[config.mk]
export PLATFORM = sky130hd
export DESIGN_NAME = rsa_io_sequencer
export DESIGN_NICKNAME = d
export VERILOG_FILES = /design/src/rtl/rsa_pkg.sv /design/src/rtl/rx_word_packer.sv /design/src/rtl/rsa_io_sequencer.sv
export SDC_FILE = /design/constraint.sdc
export NUM_CORES = 1
export LEC_CHECK = 0
export ABC_AREA = 0
export ABC_CLOCK_PERIOD_IN_PS = 3200
export BUFFER_PORTS_ARGS = -buffer_cell sky130_fd_sc_hd__buf_2
export CAP_MARGIN = 5
export CORE_UTILIZATION = 52
export CTS_CLUSTER_DIAMETER = 80
export DETAILED_ROUTE_END_ITERATION = 6
export PLACE_DENSITY_LB_ADDON = 0.08
export SYNTH_ARGS = -nofsm -noshare
export SYNTH_HDL_FRONTEND = slang
export SYNTH_SLANG_ARGS = --single-unit
[constraint.sdc]
create_clock -name clk -period 3.2 [get_ports clk]
set_input_delay 0.64 -clock clk [delete_from_list [all_inputs] [get_ports clk]]
set_output_delay 0.64 -clock clk [all_outputs]
set_load 0.02 [all_outputs]
[src/rtl/rsa_pkg.sv]
// -----------------------------------------------------------------------------
// rsa_pkg
// Shared definitions for the RSA byte-to-word I/O sequencer.
//   WORD_W / BYTE_W    : plaintext word width and UART byte width
//   BYTES_PER_WORD     : bytes packed into one word
//   EOT_DEFAULT        : default end-of-transmission byte
//   PAD_DEFAULT        : default fill byte for a partial final word
//   seq_state_t        : sequencer FSM states
// -----------------------------------------------------------------------------
package rsa_pkg;

   localparam int WORD_W         = 32;
   localparam int BYTE_W         = 8;
   localparam int BYTES_PER_WORD = WORD_W / BYTE_W;

   localparam logic [BYTE_W-1:0] EOT_DEFAULT = 8'h04;
   localparam logic [BYTE_W-1:0] PAD_DEFAULT = 8'h00;

   typedef enum logic [2:0] {
      ST_COLLECT,
      ST_CORE_START,
      ST_CORE_WAIT,
      ST_SEND,
      ST_TX_WAIT,
      ST_EOT
   } seq_state_t;

endpackage

[src/rtl/rx_word_packer.sv]
// -----------------------------------------------------------------------------
// rx_word_packer
// Packs accepted UART bytes MSB-first into a 32-bit word. Byte 0 lands in
// word[31:24], byte 3 in word[7:0]. An EOT byte arriving mid-word fills the
// remaining byte lanes with PAD_CHAR and returns the counter to 0.
// Ports:
//   clk, rst     : clock, asynchronous active-low reset
//   accept       : one-cycle strobe, byte_in is consumed this cycle
//   byte_in      : candidate byte (the UART receive data)
//   word         : packed word (drives core_data)
//   count        : number of bytes already placed in the current word
//   byte_is_eot  : byte_in equals EOT_CHAR
// -----------------------------------------------------------------------------
module rx_word_packer
   import rsa_pkg::*;
#(
   parameter logic [BYTE_W-1:0] EOT_CHAR = EOT_DEFAULT,
   parameter logic [BYTE_W-1:0] PAD_CHAR = PAD_DEFAULT
) (
   input  logic              clk,
   input  logic              rst,
   input  logic              accept,
   input  logic [BYTE_W-1:0] byte_in,
   output logic [WORD_W-1:0] word,
   output logic [1:0]        count,
   output logic              byte_is_eot
);

   logic [WORD_W-1:0] word_next;
   logic [1:0]        count_next;

   assign byte_is_eot = (byte_in == EOT_CHAR);

   // An EOT at count 0 leaves the word untouched: no word will be issued, so
   // the last plaintext stays visible on core_data.
   always_comb begin
      word_next  = word;
      count_next = count;
      if (accept) begin
         if (byte_is_eot) begin
            if (count != 2'd0) begin
               for (int i = 0; i < BYTES_PER_WORD; i++) begin
                  if (2'(i) >= count) begin
                     word_next[WORD_W-BYTE_W*(i+1) +: BYTE_W] = PAD_CHAR;
                  end
               end
            end
            count_next = 2'd0;
         end else begin
            for (int i = 0; i < BYTES_PER_WORD; i++) begin
               if (2'(i) == count) begin
                  word_next[WORD_W-BYTE_W*(i+1) +: BYTE_W] = byte_in;
               end
            end
            count_next = count + 2'd1;
         end
      end
   end

   always_ff @(posedge clk or negedge rst) begin
      if (!rst) begin
         word  <= '0;
         count <= 2'd0;
      end else begin
         word  <= word_next;
         count <= count_next;
      end
   end

endmodule

[src/rtl/rsa_io_sequencer.sv]
// -----------------------------------------------------------------------------
// rsa_io_sequencer
// Collects UART bytes into 32-bit words, hands each word to the RSA core,
// waits for the encrypted result and passes it to the output packer. An EOT
// byte terminates the message, padding a partial final word.
// Optional feature macro: RSA_SEQ_WORDCNT_EN adds a saturating 16-bit
// word_count output counting issued words.
// Ports:
//   clk, rst      : clock, asynchronous active-low reset
//   rx_readable   : UART holds an unread byte, rx_data valid
//   rx_used_tick  : one-cycle pulse, byte consumed
//   core_start    : one-cycle pulse, encrypt core_data
//   core_data     : packed plaintext word
//   core_done     : one-cycle pulse, core_result valid
//   core_result   : encrypted word
//   word_ready    : one-cycle pulse to the output packer
//   data_out      : latched encrypted word
//   sending_word  : output packer busy
//   busy          : sequencer not idle
//   eot_seen      : message terminated
//   word_count    : words issued (only with RSA_SEQ_WORDCNT_EN)
// -----------------------------------------------------------------------------
module rsa_io_sequencer
   import rsa_pkg::*;
#(
   parameter logic [BYTE_W-1:0] EOT_CHAR = EOT_DEFAULT,
   parameter logic [BYTE_W-1:0] PAD_CHAR = PAD_DEFAULT
) (
   input  logic              clk,
   input  logic              rst,
   input  logic              rx_readable,
   input  logic [BYTE_W-1:0] rx_data,
   output logic              rx_used_tick,
   output logic              core_start,
   output logic [WORD_W-1:0] core_data,
   input  logic              core_done,
   input  logic [WORD_W-1:0] core_result,
   output logic              word_ready,
   output logic [WORD_W-1:0] data_out,
   input  logic              sending_word,
   output logic              busy,
   output logic              eot_seen
`ifdef RSA_SEQ_WORDCNT_EN
   ,
   output logic [15:0]       word_count
`endif
);

   seq_state_t state;
   seq_state_t state_next;
   logic       accept;
   logic       byte_is_eot;
   logic [1:0] count;
   logic       eot_pending;
   logic       tx_first;

   // A byte is taken only while collecting (or idle after EOT). The cycle
   // after a take is skipped because the UART needs a cycle to drop
   // rx_readable after seeing rx_used_tick.
   assign accept = ((state == ST_COLLECT) || (state == ST_EOT))
                   && rx_readable && !rx_used_tick;

   rx_word_packer #(
      .EOT_CHAR (EOT_CHAR),
      .PAD_CHAR (PAD_CHAR)
   ) u_packer (
      .clk         (clk),
      .rst         (rst),
      .accept      (accept),
      .byte_in     (rx_data),
      .word        (core_data),
      .count       (count),
      .byte_is_eot (byte_is_eot)
   );

   always_ff @(posedge clk or negedge rst) begin
      if (!rst) begin
         state <= ST_COLLECT;
      end else begin
         state <= state_next;
      end
   end

   // A byte received in EOT is treated exactly like one received in COLLECT.
   always_comb begin
      state_next = state;
      case (state)
         ST_COLLECT, ST_EOT: begin
            if (accept) begin
               if (byte_is_eot) begin
                  state_next = (count == 2'd0) ? ST_EOT : ST_CORE_START;
               end else if (count == 2'd3) begin
                  state_next = ST_CORE_START;
               end else begin
                  state_next = ST_COLLECT;
               end
            end
         end
         ST_CORE_START: state_next = ST_CORE_WAIT;
         ST_CORE_WAIT: begin
            if (core_done) begin
               state_next = ST_SEND;
            end
         end
         ST_SEND: state_next = ST_TX_WAIT;
         ST_TX_WAIT: begin
            if (!tx_first && !sending_word) begin
               state_next = eot_pending ? ST_EOT : ST_COLLECT;
            end
         end
         default: state_next = ST_COLLECT;
      endcase
   end

   always_comb begin
      core_start = (state == ST_CORE_START);
      word_ready = (state == ST_SEND);
      eot_seen   = (state == ST_EOT);
      busy       = !(((state == ST_COLLECT) && (count == 2'd0)) || (state == ST_EOT));
   end

   // tx_first masks sending_word on the first TX_WAIT cycle, since the
   // output packer has not yet had a chance to raise it after word_ready.
   always_ff @(posedge clk or negedge rst) begin
      if (!rst) begin
         rx_used_tick <= 1'b0;
         tx_first     <= 1'b0;
         eot_pending  <= 1'b0;
         data_out     <= '0;
      end else begin
         rx_used_tick <= accept;
         tx_first     <= (state == ST_SEND);
         if (accept && byte_is_eot && (count != 2'd0)) begin
            eot_pending <= 1'b1;
         end else if (state == ST_EOT) begin
            eot_pending <= 1'b0;
         end
         if ((state == ST_CORE_WAIT) && core_done) begin
            data_out <= core_result;
         end
      end
   end

`ifdef RSA_SEQ_WORDCNT_EN
   // A new message starts when a byte pulls the FSM out of EOT, so the count
   // restarts there.
   always_ff @(posedge clk or negedge rst) begin
      if (!rst) begin
         word_count <= 16'h0000;
      end else if ((state == ST_EOT) && (state_next != ST_EOT)) begin
         word_count <= 16'h0000;
      end else if ((state == ST_SEND) && (word_count != 16'hFFFF)) begin
         word_count <= word_count + 16'h0001;
      end
   end
`endif

endmodule

# Yosys cells after proc, flatten, opt, wreduce, memory -nomap -nowiden
# Cells that the tools add are included.
[op_classes]
eq_ne = 18
mux = 21
addsub = 1
n_lt_le_gt_ge = 4
reduce_logical = 27
[ops]
columns = ["op", "count"]
rows = [
  ["$mux W32", 2],
  ["$mux W8", 8],
  ["$mux W3", 6],
  ["$reduce_and A4 Y1", 4],
  ["$pmux W3 S5", 1],
  ["$reduce_bool A2 Y1", 6],
  ["$ne A2 B1 Y1 const B", 5],
  ["$eq A8 B3 Y1 const B", 1],
  ["$logic_and A1 B1 Y1", 7],
  ["$eq A3 B2 Y1 const B", 2],
  ["$eq A3 B3 Y1 const B", 2],
  ["$ne A2 B2 Y1 const B", 3],
  ["$eq A2 B2 Y1 const A", 2],
  ["$ge A1 B2 Y1 const A", 2],
  ["$ge A2 B2 Y1 const A", 2],
  ["$logic_not A1 Y1", 4],
  ["$eq A3 B1 Y1 const B", 1],
  ["$logic_not A3 Y1", 1],
  ["$mux W1", 3],
  ["$reduce_and A3 Y1", 1],
  ["$add A2 B1 Y2 const B", 1],
  ["$eq A1 B2 Y1 const A", 1],
  ["$eq A2 B2 Y1 const B", 1],
  ["$logic_not A2 Y1", 1],
  ["other kinds (3)", 4],
]
[totals]
register_bits = 72
in_bits = 45
out_inout_bits = 69

# Logic depth before layout (Yosys ltp)
# Gate-level depths: netlist (run 1).
[logic_depth]
word_depth = 7
ltp_mapped = 6

# Modules after synthesis
# A second synthesis (run 1) with hierarchy kept.
[hier_totals]
cells_unflattened = 197
area_unflattened_um2 = 3022.9
[by_module_without_submodules]
columns = ["mod", "area_each_um2", "instances", "cells_each"]
rows = [
  ["rsa_io_sequencer", 1591.5, 1, 107],
  ["rx_word_packer", 1431.4, 1, 90],
]

# Worst setup path after synthesis (run 1)
# OpenSTA, ideal clock, no wires.
[synth_path]
path_type = "input port to flip-flop"
start = "in rx_data[3]"
end = "reg u_packer.word[16]"
n_path_buf = 0
t_required_ps = 3075
setup_slack_ps = 1101
arrival_ps = 1974
path_stages = 4
cell_sequence = "nor4b_2 > a31oi_1 > nor3b_4 > mux2_4"
[synth_between]
elab_chain_len = 3
elab_cells_between_ends = 6
[synth_lines]
columns = ["item", "line_no", "source"]
rows = [
  ["start, declared", "rsa_io_sequencer.sv:32", "input logic [BYTE_W-1:0] rx_data,"],
  ["$eq A8 B3 Y1 *", "rx_word_packer.sv:32", "assign byte_is_eot = (byte_in == EOT_CHAR);"],
  ["$ne A2 B1 Y1 (no line) or $reduce_bool A2 Y1 (tied branches)", "--", ""],
  ["$reduce_and A4 Y1 (no line)", "--", ""],
  ["end signal, assigned", "rx_word_packer.sv:65", "word <= word_next;"],
  ["end, declared", "rx_word_packer.sv:24", "output logic [WORD_W-1:0] word,"],
]
# Every way passes the cells marked *; elsewhere a longest branch is shown, timed or not.
# A chain may end at the register's enable or synchronous reset.

# Final worst setup path (run 1)
[layout_path]
start = "reg state[2]"
end = "out busy"
[layout_between]
elab_chain_len = 4
elab_cells_between_ends = 5
[layout_lines]
columns = ["item", "line_no", "source"]
rows = [
  ["start, declared", "rsa_io_sequencer.sv:49", "seq_state_t state;"],
  ["start signal, assigned", "rsa_io_sequencer.sv:80", "state <= state_next;"],
  ["$logic_not A3 Y1", "rsa_io_sequencer.sv:119", "busy = !(((state == ST_COLLECT) && (count == 2'd0)) || (state == ST_EOT));"],
  ["$logic_and A1 B1 Y1", "rsa_io_sequencer.sv:119", ""],
  ["$logic_or A1 B1 Y1 *", "rsa_io_sequencer.sv:119", ""],
  ["$logic_not A1 Y1 *", "rsa_io_sequencer.sv:119", ""],
  ["end, declared", "rsa_io_sequencer.sv:41", "output logic busy,"],
]
# Marked as above.

==> results of run 1 <==
worst reg2reg max path, cell delays in order, from the launching register on:
cell and delay (ns):
dfrtp_1 0.58, xnor2_1 0.19, nand3_1 0.23, inv_2 0.20, nand3_1 0.37, mux2_2 0.41
flip-flops by register name, indices dropped and copies added (netlist names):
| register | count |
|---|---|
| data_out | 32 |
| u_packer.word | 32 |
| state | 3 |
| u_packer.count | 2 |
| eot_pending | 1 |
| rx_used_tick | 1 |
| tx_first | 1 |
cell families (layout without fill, tap and decap cells):
| logic type | after synthesis | count (layout) | synth area share [%] |
|---|---|---|---|
| buffers and inverters | 11 | 137 | 1.52 |
| XOR/XNOR | 2 | 2 | 0.590 |
| flip-flops | 72 | 72 | 60.6 |
| adder cells (fa/ha/maj) | 3 | 3 | 1.26 |
| AND/OR/NAND/NOR | 28 | 28 | 6.53 |
| multiplexers | 64 | 64 | 25.3 |
| AO/OA/AOI/OAI | 16 | 16 | 4.21 |
synthesized netlist by cell type, types with 2 or more instances:
library cell	n	area, µm²
nor3_1	2	10.0
and2_2	2	15.0
and2_1	2	12.5
nand3_1	6	30.0
and3_1	2	12.5
o21ai_0	4	20.0
mux2_4	8	120
nor2_1	2	7.51
dfrtp_1	72	1800
inv_1	5	18.8
nor2b_1	2	12.5
nand2_1	3	11.3
clkbuf_1	2	7.51
buf_2	3	15.0
ha_1	3	37.5
xnor2_1	2	17.5
mux2_2	55	619
area by class of cell:
type	instances	area [µm²]	area share, %
clock buffer	12	165	4.30
tap	72	90.1	2.35
timing repair buffer	116	588	15.3
multi-input combinational	113	1130	29.5
inverter	6	22.5	0.587
clock inverter	3	40.0	1.04
sequential	72	1800	46.9
worst min path at each step:
stage                              endpoint  depth (start not counted)
2_1_floorplan       data_out[0]$_DFFE_PN0P_                          0
3_3_place_gp   u_packer.word[2]$_DFFE_PN0P_                          1
3_5_place_dp   u_packer.word[2]$_DFFE_PN0P_                          1
4_1_cts            data_out[21]$_DFFE_PN0P_                          1
5_1_grt             data_out[6]$_DFFE_PN0P_                          1
6_report           data_out[21]$_DFFE_PN0P_                          1
cell usage in the layout (no fill, tap or decap), drive strengths merged, types with 3 or more instances in the layout:
cell and instances:
nand3 6, buf 116, inv 6, and2 4, o21ai 4, ha 3, clkbuf 12, nand2 3
dfrtp 72, mux2 64
power groups by stage:
stage	sequential (W)	clock [W]	combinational (W)
5_1_grt	0.00168	0.000779	0.00211
3_5_place_dp	0.00163	0	0.00199
4_1_cts	0.00162	0.000745	0.00199
2_1_floorplan	0.00212	0	0.000839
3_3_place_gp	0.00162	0	0.00195
6_report	0.00162	0.000731	0.00197
per-stage QoR:
step                setup WS (ns)  power (W)  utilization, %  hold slack (ns)
global placement            0.835    0.00357            66.0            0.474
finish                      0.980    0.00432            69.7            0.446
CTS                         0.994    0.00436            69.7            0.473
global route                0.855    0.00456            69.7            0.510
detailed placement          0.736    0.00362            66.0            0.489
floorplan                    1.10    0.00296               -            0.344
metal layers:
layer	up-vias	share of wire [%]	track usage, %
met5	-	0	0
met4	0	1.4	10.8
met3	9	5.4	3.76
met2	71	49	35.0
met1	985	45	28.7
li1	953	-	-
==> flow_summary.yaml, run 1 <==
placed_design:
  hpwl_mm: 4.38
  dp.cells: 379
  placement.cell_area_um2: 3630
  io_buffer_count: 113
  gp_congestion: 0.761
floorplanning:
  start_util_pct: 54.0
  row_count: 27
  die_w_um: 77.6
  die_h_um: 77.6
  core-area_um2: 5510
  io_pins: 114
  die_area_um2: 6020
synth:
  synthCells: 196
  syn-cell-area_um2: 2970
  postSynth.asyncResetShare_pct: 100
  ys_seq_area_share_pct: 60.6
  synth_edf_count: 0
  synth-seq-cells: 72
  yosys_warnings: 0
  synth_cell_types: 38
  ys.flop_type: "dfrtp_1"
  syn_area_per_cell_um2: 15.2
  mappedNetlistNets: 244
route:
  ant_nets: 0
  first_pass_iters: 4
  wl_per_cell_um: 15.2
  drc: 0
  num_vias: 2018
  drt_iter0_markers: 95
  vias_per_cell: 5.12
  routed_wl_mm: 5.99
pwr:
  power.clock.fraction_pct: 16.9
  p_sw_w: 0.00167
  seq_power_share_pct: 37.5
  pwr-share-comb_pct: 45.6
  max-vdd-ir-drop_mv: 0.569
  leakagePower_nw: 1.89
  p_int_w: 0.00265
  switching_share_pct: 38.6
  p_per_area_nw_per_um2: 1130
setup_path:
  worst_r2r_path_depth: 5
  rrSetupSlack_ns: 1.11
  critical_path_depth: 4
  path_cells: "nor2b_1 -> and2_1 -> o21ai_0 -> buf_2"
  critPathTopFamily: "flip-flops"
  critPathSlowestCell: "dfrtp_1"
  cp-end-kind: "primary output"
  required_ns: 2.56
  r2r-end: "u_packer.word[31]$_DFFE_PN0P_"
  crit_path_end: "busy"
  cp.arrival_ns: 1.58
  critPathLaunchType: "flip-flop"
  crit_fanout: 6
  max_stage_delay_ns: 0.44
  worstPathBufferInverterCount: 1
  worstReg2RegStart: "state[0]$_DFFE_PN0P_"
  crit_path_start: "state[2]$_DFFE_PN0P_"
  critical_path_class: "reg -> out"
final_layout:
  fin_nets: 366
  final_cells: 394
  area_delta_synth_final_pct: 29.2
  antenna-diode-count: 0
  design_area_um2: 3840
  layout-drive-gt1-share_pct: 63.4
  fill_cells: 412
timing:
  slew-limit-headroom_pct: 36.4
  fin_skew_ns: 0.00681
  fin_crit_sh_pct: 69.4
  final-setup-viol-count: 0
  final.setup.tns_ns: 0
  period_needed_ns: 2.22
  grt_setup_unrepaired: "no"
  worstMarginPinSlew_ns: 0.954
  slew_violations: 0
  hold_viol_final: 0
  fmax_ghz: 0.450
clock_network:
  cts_made_buffers: 9
  cts_setup_buffers: 0
  clk_latency_ns: 0.34
  cts_tree: "yes"
  clk_pin_slew_ns: 0.07
  htreeDepth: 3
  clockRootBuffer: "clkbuf_8"
  ctsHoldBuffers: 0
  cts-resized-gates: 0
  clockBufferDepth: 2
  clock_sink_count: 72
global_routing:
  grt_pass1_wl_mm: 9.89
  antenna_found_initial: 0
  first_global_vias: 2012
  grt_usage_pct: 21.8
  grt_max_degree: 45
  grt-ovfl-total: 0
status:
  status: "finished clean"
run:
  drv_cap: 0
worst_hold_path:
  min_path_type: "in -> async"
Power figures use the tool's default switching activity.
==> run 2: changes to the inputs <==
ABC_AREA = 1   (was 0)
ABC_CLOCK_PERIOD_IN_PS = 1800   (was 3200)
CORE_UTILIZATION = 44   (was 52)
clock period = 1.8 ns   (was 3.2 ns; I/O delays follow)
==> flow_summary.yaml, run 2 <==
status:
  status: "complete, but fails checks"
  violations: "design-rule violations"
route:
  num_vias: 2367
  routed_wl_mm: 6.56
  vias_per_cell: 4.77
  ant_nets: 0
  drc: 12
  wl_per_cell_um: 13.2
  first_pass_iters: 7
  drt_iter0_markers: 133
timing:
  fmax_ghz: 0.575
  fin_crit_sh_pct: 96.6
  period_needed_ns: 1.74
  hold_viol_final: 0
  final-setup-viol-count: 0
  fin_skew_ns: 0.00696
  final.setup.tns_ns: 0
  slew-limit-headroom_pct: 74.9
  worstMarginPinSlew_ns: 0.377
  slew_violations: 0
pwr:
  finalPower_w: 0.00775
  p_per_area_nw_per_um2: 1940
  max-vdd-ir-drop_mv: 0.821
  leakagePower_nw: 2.19
placed_design:
  placement.cell_area_um2: 3700
  gp_congestion: 0.753
  io_buffer_count: 113
  hpwl_mm: 4.62
  dp.cells: 478
setup_path:
  critical_path_class: "reg -> out"
  worst_r2r_path_depth: 8
  cp.arrival_ns: 1.38
  max_stage_delay_ns: 0.45
  required_ns: 1.44
  r2r-end: "u_packer.word[9]$_DFFE_PN0P_"
  crit_fanout: 6
  critPathLaunchType: "flip-flop"
  path_cells: "nor2_2 -> nand2_1 -> nand2_2 -> buf_6 -> o21ai_2 -> buf_4"
  rrSetupSlack_ns: 0.22
  critPathSlowestCell: "dfrtp_2"
  worstReg2RegStart: "state[0]$_DFFE_PN0P_"
  cp-end-kind: "primary output"
synth:
  yosys-top-cells-count: "nand2_1, dfrtp_1, mux2_2"
  ys_seq_area_share_pct: 60.3
  syn_area_per_cell_um2: 10.4
  mappedNetlistNets: 334
  yosysTopAreaCell: "dfrtp_1"
  postSynth.asyncResetShare_pct: 100
  ys.flop_type: "dfrtp_1"
  synth_edf_count: 0
  synth_top_area_share_pct: 60.3
  synth_cell_types: 18
  synth-seq-cells: 72
  yosys_warnings: 0
  synthTopCellsByArea: "dfrtp_1, mux2_2, nand2_1"
  syn-cell-area_um2: 2990
  yosysMostFrequentCell: "nand2_1"
  synthCells: 286
clock_network:
  htreeDepth: 3
  clk_pin_slew_ns: 0.08
  cts_tree: "yes"
  clock_sink_count: 72
  clockBufferDepth: 2
  clk_latency_ns: 0.34
  cts_made_buffers: 9
  clockRootBuffer: "clkbuf_8"
final_layout:
  largestRegisters: "data_out x32, u_packer.word x32, state x3"
  area_delta_synth_final_pct: 33.7
  final_common_cell: "buf_2"
  final_cell_mix: "buf_2, nand2_1, dfrtp_1, mux2_2, nand3_1"
  layout-drive-gt1-share_pct: 44.9
  antenna-diode-count: 0
  final_cells: 496
  design_area_um2: 4000
  fin_nets: 462
worst_hold_path:
  min_path_type: "in -> async"
run:
  drv_cap: 0
global_routing:
  first_global_vias: 2329
  grt_pass1_wl_mm: 10.8
  grt-ovfl-total: 0
  grt_max_degree: 73
  grt_usage_pct: 19.8
  antenna_found_initial: 0
floorplanning:
  die_area_um2: 7120
  io_pins: 114
  start_util_pct: 46.3
  core-area_um2: 6460
  die_w_um: 84.4
  die_h_um: 84.4
  row_count: 29
run 2: final cells by class:
class / instances / area [µm²]
clock inverter: 5 / 103
inverter: 17 / 63.8
tap: 77 / 96.3
sequential: 72 / 1800
timing repair buffer: 123 / 672
clock buffer: 11 / 151
fill: 562 / 2460
multi-input combinational: 191 / 1100
run 2: logic make-up after synthesis:
logic type | synth area share (%)
adders and majority gates | 1.26
muxes | 12.1
and+or+nand+nor | 20.4
AOI/OAI and AO/OA | 2.64
DFF | 60.3
buffers and inverters | 3.35
run 2: per-stage QoR:
step | hold slack [ns] | util [%] | worst slack (ns)
after detailed placement | 0.418 | 57.3 | 0.0573
after global routing | 0.0543 | 61.9 | -0.00605
after global placement | 0.420 | 57.3 | 0.106
after floorplan | 0.0644 | - | 0.161
final | 0.0315 | 61.9 | 0.0619
after CTS | 0.0495 | 61.4 | 0.00109
run 2: worst max path at each step:
| stage | from | end | slack (ns) | cells past startpoint |
|---|---|---|---|---|
| after floorplan | u_packer.count[0]$_DFFE_PN0P_ | busy | 0.16 | 4 |
| after global placement | rx_data[7] | u_packer.word[8]$_DFFE_PN0P_ | 0.11 | 9 |
| after detailed placement | rx_data[7] | u_packer.word[9]$_DFFE_PN0P_ | 0.06 | 9 |
| after CTS | state[1]$_DFFE_PN0P_ | busy | 0.001 | 6 |
| after global routing | state[0]$_DFFE_PN0P_ | busy | -0.006 | 6 |
| final | state[0]$_DFFE_PN0P_ | busy | 0.06 | 6 |
run 2: timing repair:
item,in CTS,in global routing
cloned,0,0
gates resized for setup,3,8
hold buffers,0,0
pin swaps,0,3
setup endpoints to repair,1,1
setup buffers,0,2
run 2: power breakdown:
group          switching (W)  internal (W)  total, W
clock               0.000587      0.000994   0.00158
sequential          0.000391       0.00238   0.00277
combinational        0.00209       0.00131   0.00340
run 2: worst max-delay path: cells and delay by family (launching register included):
| kind | cells | cell delay (ns) |
|---|---|---|
| buffers and inverters | 2 | 0.26 |
| AOI/OAI and AO/OA | 1 | 0.04 |
| DFF | 1 | 0.45 |
| and+or+nand+nor | 3 | 0.29 |
run 2: per-layer routing:
layer  global-route usage [%]  share of wire, %  vias up
li1                         -                 -     1180
met1                     25.8                45     1089
met2                     31.4                47       86
met3                     4.42               6.2       12
met4                     9.71               2.1        0
met5                        0                 0        -
==> run 3: changes to the inputs <==
ABC_AREA = default   (was 1)
==> flow_summary.yaml, run 3 (synthesis gave the netlist of run 1 again) <==
placed_design:
  gp_congestion: 0.817
  dp.cells: 400
  hpwl_mm: 4.61
  io_buffer_count: 113
  dpl_worst_slack_ns: -0.147
route:
  ant_nets: 0
  drt_iter0_markers: 77
  drc: 21
  routed_wl_mm: 6.44
  first_pass_iters: 6
  vias_per_cell: 4.99
  wl_per_cell_um: 15.3
  num_vias: 2104
floorplanning:
  start_util_pct: 46.3
  die_w_um: 84.2
  die_area_um2: 7090
  io_pins: 114
  row_count: 29
  die_h_um: 84.2
  core-area_um2: 6420
global_routing:
  grt_pass1_wl_mm: 10.3
  grt_usage_pct: 18.9
  antenna_found_initial: 0
  first_global_vias: 2078
  grt_max_degree: 73
  grt-ovfl-total: 0
timing:
  slew_violations: 0
  worstMarginPinSlew_ns: 0.429
  fin_crit_sh_pct: 97.9
  final-setup-viol-count: 0
  slew-limit-headroom_pct: 71.3
  setup_slack_ns: 0.0385
  fmax_ghz: 0.568
  period_needed_ns: 1.76
  hold_viol_final: 0
  grt_setup_unrepaired: "yes"
  fin_skew_ns: 0.00754
  fin_hold_ws_ns: 0.0395
setup_path:
  cp.arrival_ns: 1.40
  critical_path_class: "reg -> out"
  critPathLaunchType: "flip-flop"
  required_ns: 1.44
  worstReg2RegStart: "u_packer.count[1]$_DFFE_PN0P_"
  crit_fanout: 6
  crit_path_start: "state[2]$_DFFE_PN0P_"
  cp-end-kind: "primary output"
clock_network:
  clockRootBuffer: "clkbuf_8"
  cts_made_buffers: 9
  htreeDepth: 3
  clk_latency_ns: 0.34
  cts_tree: "yes"
  clock_sink_count: 72
  clk_pin_slew_ns: 0.07
  clockBufferDepth: 2
  ctsHoldBuffers: 0
final_layout:
  layout-drive-gt1-share_pct: 68.1
  final_cell_mix: "buf_2, dfrtp_1, mux2_2, buf_4, clkbuf_8"
  final_common_cell: "buf_2"
  antenna-diode-count: 0
  largestRegisters: "data_out x32, u_packer.word x32, state x3"
  fin_nets: 388
  final_cells: 422
  area_delta_synth_final_pct: 38.6
pwr:
  p_per_area_nw_per_um2: 1980
  max-vdd-ir-drop_mv: 0.913
  finalPower_w: 0.00816
  leakagePower_nw: 2.02
worst_hold_path:
  min_path_type: "in -> async"
status:
  violations: "design-rule violations"
  status: "complete, but fails checks"
run:
  drv_cap: 0
==> run 3: cell count changes in the layout (fill, tap and decap cells not counted), sizes merged, moves of 3 or more <==
cell and change:
inv -11, buf +15, nand3 -19, o21ai -7, and2 +4, clkinv +3
nor2 -13, mux2 +32, nand2 -99
==> run 3: through the flow <==
step                TNS [ns]  instance area (µm²)  utilization (%)
global placement       -2.89                 3780             58.9
finish                     0                 4120             64.1
detailed placement     -3.36                 3780             58.9
CTS                   -0.603                 4040             62.8
floorplan                  0                 2970                -
global route         -0.0616                 4120             64.1
==> run 3: repair_timing <==
| action | CTS | global route |
|---|---|---|
| buffers inserted | 3 | 3 |
| setup endpoints to repair | 18 | 36 |
| resized for setup | 8 | 9 |
| pin swaps | 0 | 1 |
| gates cloned | 0 | 0 |
==> run 3: where the power goes <==
group	switching (W)	internal, W
Combinational	0.00215	0.00182
Clock	0.000585	0.000776
Sequential	0.000398	0.00243
==> run 3: path summary, 6_finish.rpt <==
kind	endpoint	slack, ns	cells past startpoint
max	busy	0.04	4
min reg2reg	u_packer.word[2]$_DFFE_PN0P_	0.50	1
min	data_out[11]$_DFFE_PN0P_	0.04	2
max reg2reg	u_packer.word[7]$_DFFE_PN0P_	0.08	4
min in group clk	data_out[12]$_DFFE_PN0P_	0.24	2
max in group asynchronous	state[2]$_DFFE_PN0P_	1.44	2
==> run 3: worst max-delay path: stages (launching register included) <==
cell and delay, ns:
dfrtp_2 0.46, xnor2_2 0.22, and2_4 0.20, o21ai_4 0.06, buf_6 0.12
==> run 3: per-layer routing <==
metal | part of all wire (%) | GRT usage [%]
met2 | 44 | 27.5
met1 | 47 | 26.3
met5 | 0 | 0
met3 | 8.5 | 7.47
met4 | 0.78 | 5.64
==> run 3: layout make-up <==
type,count,area (µm²)
clock buffer,10,128
clock inverter,6,83.8
multi-input combinational,113,1200
tap,77,96.3
fill,536,2300
timing repair buffer,138,785
inverter,6,22.5
sequential,72,1800
